[config.mk]
export PLATFORM = sky130hd
export DESIGN_NAME = imem_arbiter
export DESIGN_NICKNAME = d
export VERILOG_FILES = /design/src/rtl/imem_arbiter.sv
export SDC_FILE = /design/constraint.sdc
export NUM_CORES = 1
export LEC_CHECK = 0
export ABC_AREA = 1
export ABC_CLOCK_PERIOD_IN_PS = 2150
export CORE_ASPECT_RATIO = 0.6
export CORE_MARGIN = 3
export CORE_UTILIZATION = 37
export CTS_CLUSTER_SIZE = 10
export DETAILED_ROUTE_END_ITERATION = 10
export PLACE_DENSITY_LB_ADDON = 0.1
export RECOVER_POWER = 25
export SLEW_MARGIN = 30
export SYNTH_ARGS = -nofsm -noshare
export SYNTH_HDL_FRONTEND = slang
export SYNTH_SLANG_ARGS = --single-unit
[constraint.sdc]
create_clock -name clk -period 2.15 [get_ports clk]
set_input_delay 0.215 -clock clk [delete_from_list [all_inputs] [get_ports clk]]
set_output_delay 0.215 -clock clk [all_outputs]
set_load 0.1 [all_outputs]
[src/rtl/imem_arbiter.sv]
// Two-requester arbiter for the single-port, synchronous-read instruction memory.
// Grants are combinational; read data returns to the granted requester one cycle later.
module imem_arbiter #(
  parameter int unsigned ADDR_W     = 32,
  parameter int unsigned DATA_W     = 32,
  parameter int unsigned FIXED_PRIO = 0,
  parameter int unsigned MAX_WAIT   = 8
) (
  input  logic              clk,
  input  logic              rst,
  input  logic              m0_req,
  input  logic [ADDR_W-1:0] m0_addr,
  output logic              m0_gnt,
  output logic              m0_rvalid,
  output logic [DATA_W-1:0] m0_rdata,
  input  logic              m1_req,
  input  logic [ADDR_W-1:0] m1_addr,
  output logic              m1_gnt,
  output logic              m1_rvalid,
  output logic [DATA_W-1:0] m1_rdata,
  output logic [ADDR_W-1:0] mem_addr,
  input  logic [DATA_W-1:0] mem_rdata
);

  localparam logic [7:0] MaxWaitCnt = 8'(MAX_WAIT);

  logic              last_gnt_q, last_gnt_d;
  logic [7:0]        wait_cnt_q, wait_cnt_d;
  logic [ADDR_W-1:0] addr_hold_q, addr_hold_d;
  logic [1:0]        resp_owner_q, resp_owner_d;

  // Grant decision; nothing is granted while in reset.
  always_comb begin
    m0_gnt = 1'b0;
    m1_gnt = 1'b0;
    if (!rst) begin
      if (m0_req && m1_req) begin
        if (FIXED_PRIO == 0) begin
          if (last_gnt_q) m0_gnt = 1'b1;
          else            m1_gnt = 1'b1;
        end else begin
          if (wait_cnt_q == MaxWaitCnt) m0_gnt = 1'b1;
          else                          m1_gnt = 1'b1;
        end
      end else begin
        m0_gnt = m0_req;
        m1_gnt = m1_req;
      end
    end
  end

  // Idle cycles replay the last granted address to keep the memory bus quiet.
  always_comb begin
    if (m0_gnt)      mem_addr = m0_addr;
    else if (m1_gnt) mem_addr = m1_addr;
    else             mem_addr = addr_hold_q;
  end

  always_comb begin
    last_gnt_d = last_gnt_q;
    if (m1_gnt)      last_gnt_d = 1'b1;
    else if (m0_gnt) last_gnt_d = 1'b0;

    wait_cnt_d = wait_cnt_q;
    if (!m0_req || m0_gnt)       wait_cnt_d = 8'd0;
    else if (wait_cnt_q != 8'hFF) wait_cnt_d = wait_cnt_q + 8'd1;

    addr_hold_d  = (m0_gnt || m1_gnt) ? mem_addr : addr_hold_q;
    resp_owner_d = {m1_gnt, m0_gnt};
  end

  always_ff @(posedge clk) begin
    if (rst) begin
      last_gnt_q   <= 1'b1;
      wait_cnt_q   <= 8'd0;
      addr_hold_q  <= '0;
      resp_owner_q <= 2'b00;
    end else begin
      last_gnt_q   <= last_gnt_d;
      wait_cnt_q   <= wait_cnt_d;
      addr_hold_q  <= addr_hold_d;
      resp_owner_q <= resp_owner_d;
    end
  end

  always_comb begin
    m0_rvalid = resp_owner_q[0];
    m1_rvalid = resp_owner_q[1];
    m0_rdata  = m0_rvalid ? mem_rdata : '0;
    m1_rdata  = m1_rvalid ? mem_rdata : '0;
  end

endmodule

==> results.md <==
* Outcome: finished, final reports clean
* RSZ-0062 raised after global routing: false
* Total congestion overflow at 0
* Number of buffers between clock root and the deepest sink at 2
* Max capacitance violation total at 0
* Remaining DRCs at 0
* Final wirelength at 11,200 um
* Worst reg2reg startpoint: last_gnt_q
* Largest stage delay on the critical path at 0.67 ns
* Standby leakage power at 3.02 nW
* Length of routed wiring on met1 at 4280 um
* Cell accounting for the most synthesized area: sky130_fd_sc_hd__dfxtp_1
* Mean area per synthesized cell at 6.50 um^2
* Largest family of logic cells by synthesized area: simple AND/OR/NAND/NOR gates
* Slew headroom at 57.3%
* Maximum clock rate at 483 MHz
* Clock tree from TritonCTS: built
* Logic depth of the worst register-to-register path at 6
* Sequential element share of the synthesized area at 27.0%
* Setup Viol. Count Final at 0
* Layout cell share with drive strength beyond 1 at 24.2%
* Classification of the worst-slack hold path: register to register
* Number of CTS-inserted buffers at 5
* Clock latency on the worst-skew pair at 0.28 ns
* Adder-Cell Fraction of Synth Area at 0%
* Net switching component of the power at 1.44 mW
* Synth async-reset ratio at 0%
* Most used standard cells in the synthesized netlist: sky130_fd_sc_hd__inv_1, sky130_fd_sc_hd__nand2_1, sky130_fd_sc_hd__nand3_1
* Post-synth EDFFs at 0
* Number of max-slew violations in the final report at 0
* Clock Pin Slew Worst Setup and Hold Paths at 0.05 ns
* Global-route wire length before repair at 17,300 um
* Path type of the worst setup path: primary input to output port
* Core area at 6440 um^2
* Number of hold-slack violations in the final timing report at 0
* Ratio of total power to cell area at 585 nW/um^2
* Number of levels the H-tree was split into at 2
* Top-area cell type share of the netlist area at 27.0%
* Number of buffers inserted by port buffering at 199
* Chip width at 114 um
* Clock share of power at 23.0%
* Iteration-0 DRC Markers at 328
* Number of global-route vias before repair at 3,290
* Final-stage net count at 685
* Placed wire-length estimate at 8750 um
* Routed wire length per instance at 16.8 um
* Portion of total power attributed to sequential cells at 22.1%
* Iteration count of the initial detailed-routing pass at 5
* Final ANT Viol Nets at 0
* Floorplan die height at 70.9 um
* Routed vias at 3,364
* Final weighted congestion in routability-driven placement at 0.867
* Net switching share of the total power at 44.0%
* Top metal layer carrying routed signals: met4
* Share of synthesized cell area in and, or, nand and nor gates at 47.4%
* Largest net degree at the start of global routing at 34
* Total number of yosys warnings at 0
* Root cell of the clock tree: sky130_fd_sc_hd__clkbuf_16
* Final critical path time including I/O delays and setup at 2.07 ns
* Met3 WL at 886 um
* Portion of total power attributed to combinational logic at 54.9%
* Multiplexer fraction of the synthesized cell area at 0%
* Flip-flop and latch count after synthesis at 35
* Post-CTS repair timing setup buffer count at 0
* Cell count after placement at 662
* Synthesis-to-finish area growth at 115%
* Via density at 5.02
* Worst-Margin Slew at 0.640 ns
* Internal Power at 1.84 mW
* HP Start: last_gnt_q
* Maximum resistive drop on vdd at 0.418 mV
* FF-to-FF setup slack at 0.62 ns
* Data arrival at the endpoint of the critical path at 1.86 ns
* Crit path max-delay cell type: sky130_fd_sc_hd__clkdlybuf4s50_1
* Number of nets produced by synthesis at 500
* Cell depth of the worst hold path at 1
* Post-synthesis instance area at 2600 um^2
* End of the worst hold path: resp_owner_q[1]
* Most used standard cell by instance count after synthesis: sky130_fd_sc_hd__inv_1
* Gate count after technology mapping at 400
* Overall routing resource usage at 26.5%
* XOR/XNOR Fraction of Synth Area at 0%
* Final std cells w/o fill at 670
* Total Die Area at 8100 um^2
* Crit-path max FO at 16
* Post-synth top flop: sky130_fd_sc_hd__dfxtp_1
* Final Cycle Share at 96.4%
* Endpoint type of the worst setup path: output port
* Post-layout power at 3.28 mW
* Endpoint of the worst register-to-register path: addr_hold_q[0]
* WL met2 at 5830 um
* Critical path startpoint category: primary input
* Count of fill cells added during filler insertion at 365
* Library cells used by synthesis at 17
* Setup TNS after final layout at 0 ns
* Cells along the critical path: clkdlybuf4s50_1 -> nand2_2 -> buf_12 -> nand3_1 -> nand3_1 -> buf_12
* Critical path data required time at 1.93 ns
* Antenna Cells at 0
* Site row count at 22
* Biggest area contributors in the synthesized netlist: sky130_fd_sc_hd__dfxtp_1, sky130_fd_sc_hd__inv_1, sky130_fd_sc_hd__nand2_1, sky130_fd_sc_hd__nand3_1, sky130_fd_sc_hd__nand3_2
* Initial antenna violation count at 0
* Fraction of the mapped netlist area in compound gates at 1.06%
* Clock Sinks at 35
* Top-level I/O count at 200
* Starting utilization of the core area at 40.3%
* Post-Route Skew at 0.00200 ns
cell families after synthesis:
group	count (synthesis)
buffers and inverters	131
AOI/OAI and AO/OA	5
DFF	35
and+or+nand+nor	229
power by group through the flow:
stage / logic (mW) / registers (mW) / clock network [mW]
after global placement: 1.79 / 0.735 / 0
after floorplan: 1.07 / 0.731 / 0
final: 1.80 / 0.723 / 0.754
after CTS: 1.82 / 0.724 / 0.763
after global routing: 1.85 / 0.729 / 0.804
after detailed placement: 1.81 / 0.737 / 0
flip-flops by register name (all words and copies together) (netlist names):
signal / count
addr_hold_q: 32
resp_owner_q: 2
last_gnt_q: 1
layer usage:
metal,up-vias,GRT usage (%)
li1,1614,-
met1,1578,31.5
met2,150,47.4
met3,22,7.35
met4,0,6.59
met5,-,0
what timing repair did:
action                                  CTS  global route
gates resized for setup                   1             0
hold buffers                              0             0
endpoints found under the hold margin     0             0
endpoints found under the setup margin    1             0
area by class of cell:
cell class                      instances  area, um^2  share of cell area (%)
Sequential cell                        35         703                    12.6
Inverter                               99         372                    6.64
Tap cell                               84         105                    1.88
Multi-Input combinational cell        234        1190                    21.2
Clock buffer                            8         156                    2.79
Timing Repair Buffer                  210        3080                    54.9
layout by cell type, fill, tap and decap left out:
cell,count
sky130_fd_sc_hd__a21oi_1,2
sky130_fd_sc_hd__a21oi_2,2
sky130_fd_sc_hd__buf_12,100
sky130_fd_sc_hd__buf_4,11
sky130_fd_sc_hd__clkbuf_1,1
sky130_fd_sc_hd__clkbuf_16,5
sky130_fd_sc_hd__clkbuf_8,2
sky130_fd_sc_hd__clkdlybuf4s50_1,99
sky130_fd_sc_hd__dfxtp_1,33
sky130_fd_sc_hd__dfxtp_2,2
sky130_fd_sc_hd__inv_1,97
sky130_fd_sc_hd__inv_2,2
sky130_fd_sc_hd__nand2_1,96
sky130_fd_sc_hd__nand2_2,2
sky130_fd_sc_hd__nand2_4,2
sky130_fd_sc_hd__nand3_1,83
sky130_fd_sc_hd__nand3_2,13
sky130_fd_sc_hd__nand4_1,32
sky130_fd_sc_hd__nor2_4,1
sky130_fd_sc_hd__o211ai_1,1
through the flow:
stage	utilization, %	setup WS, ns	hold slack, ns	cell area [um^2]
6_report	86.9	0.0777	0.558	5600
5_1_grt	86.9	0.0101	0.612	5600
4_1_cts	88.2	0.101	0.564	5680
3_5_place_dp	85.7	0.00411	0.510	5520
3_3_place_gp	85.7	0.128	0.510	5520
2_1_floorplan	-	0.268	0.303	2610
how the worst max path moves through the flow:
stage | from | endpoint | slack [ns] | depth (start not counted)
after detailed placement | m0_req | mem_addr[25] | 0.004 | 5
after global placement | m0_req | mem_addr[17] | 0.13 | 5
after CTS | m0_req | mem_addr[27] | 0.10 | 6
after floorplan | resp_owner_q[0] | m0_rdata[10] | 0.27 | 3
after global routing | m0_req | mem_addr[6] | 0.01 | 6
final | m0_req | mem_addr[4] | 0.08 | 6
critical path, delay by kind of cell:
family,cells,cell delay (ns)
buffers and inverters,3,1.12
and+or+nand+nor,3,0.51
Note: power is estimated with default switching activity, not from simulation.
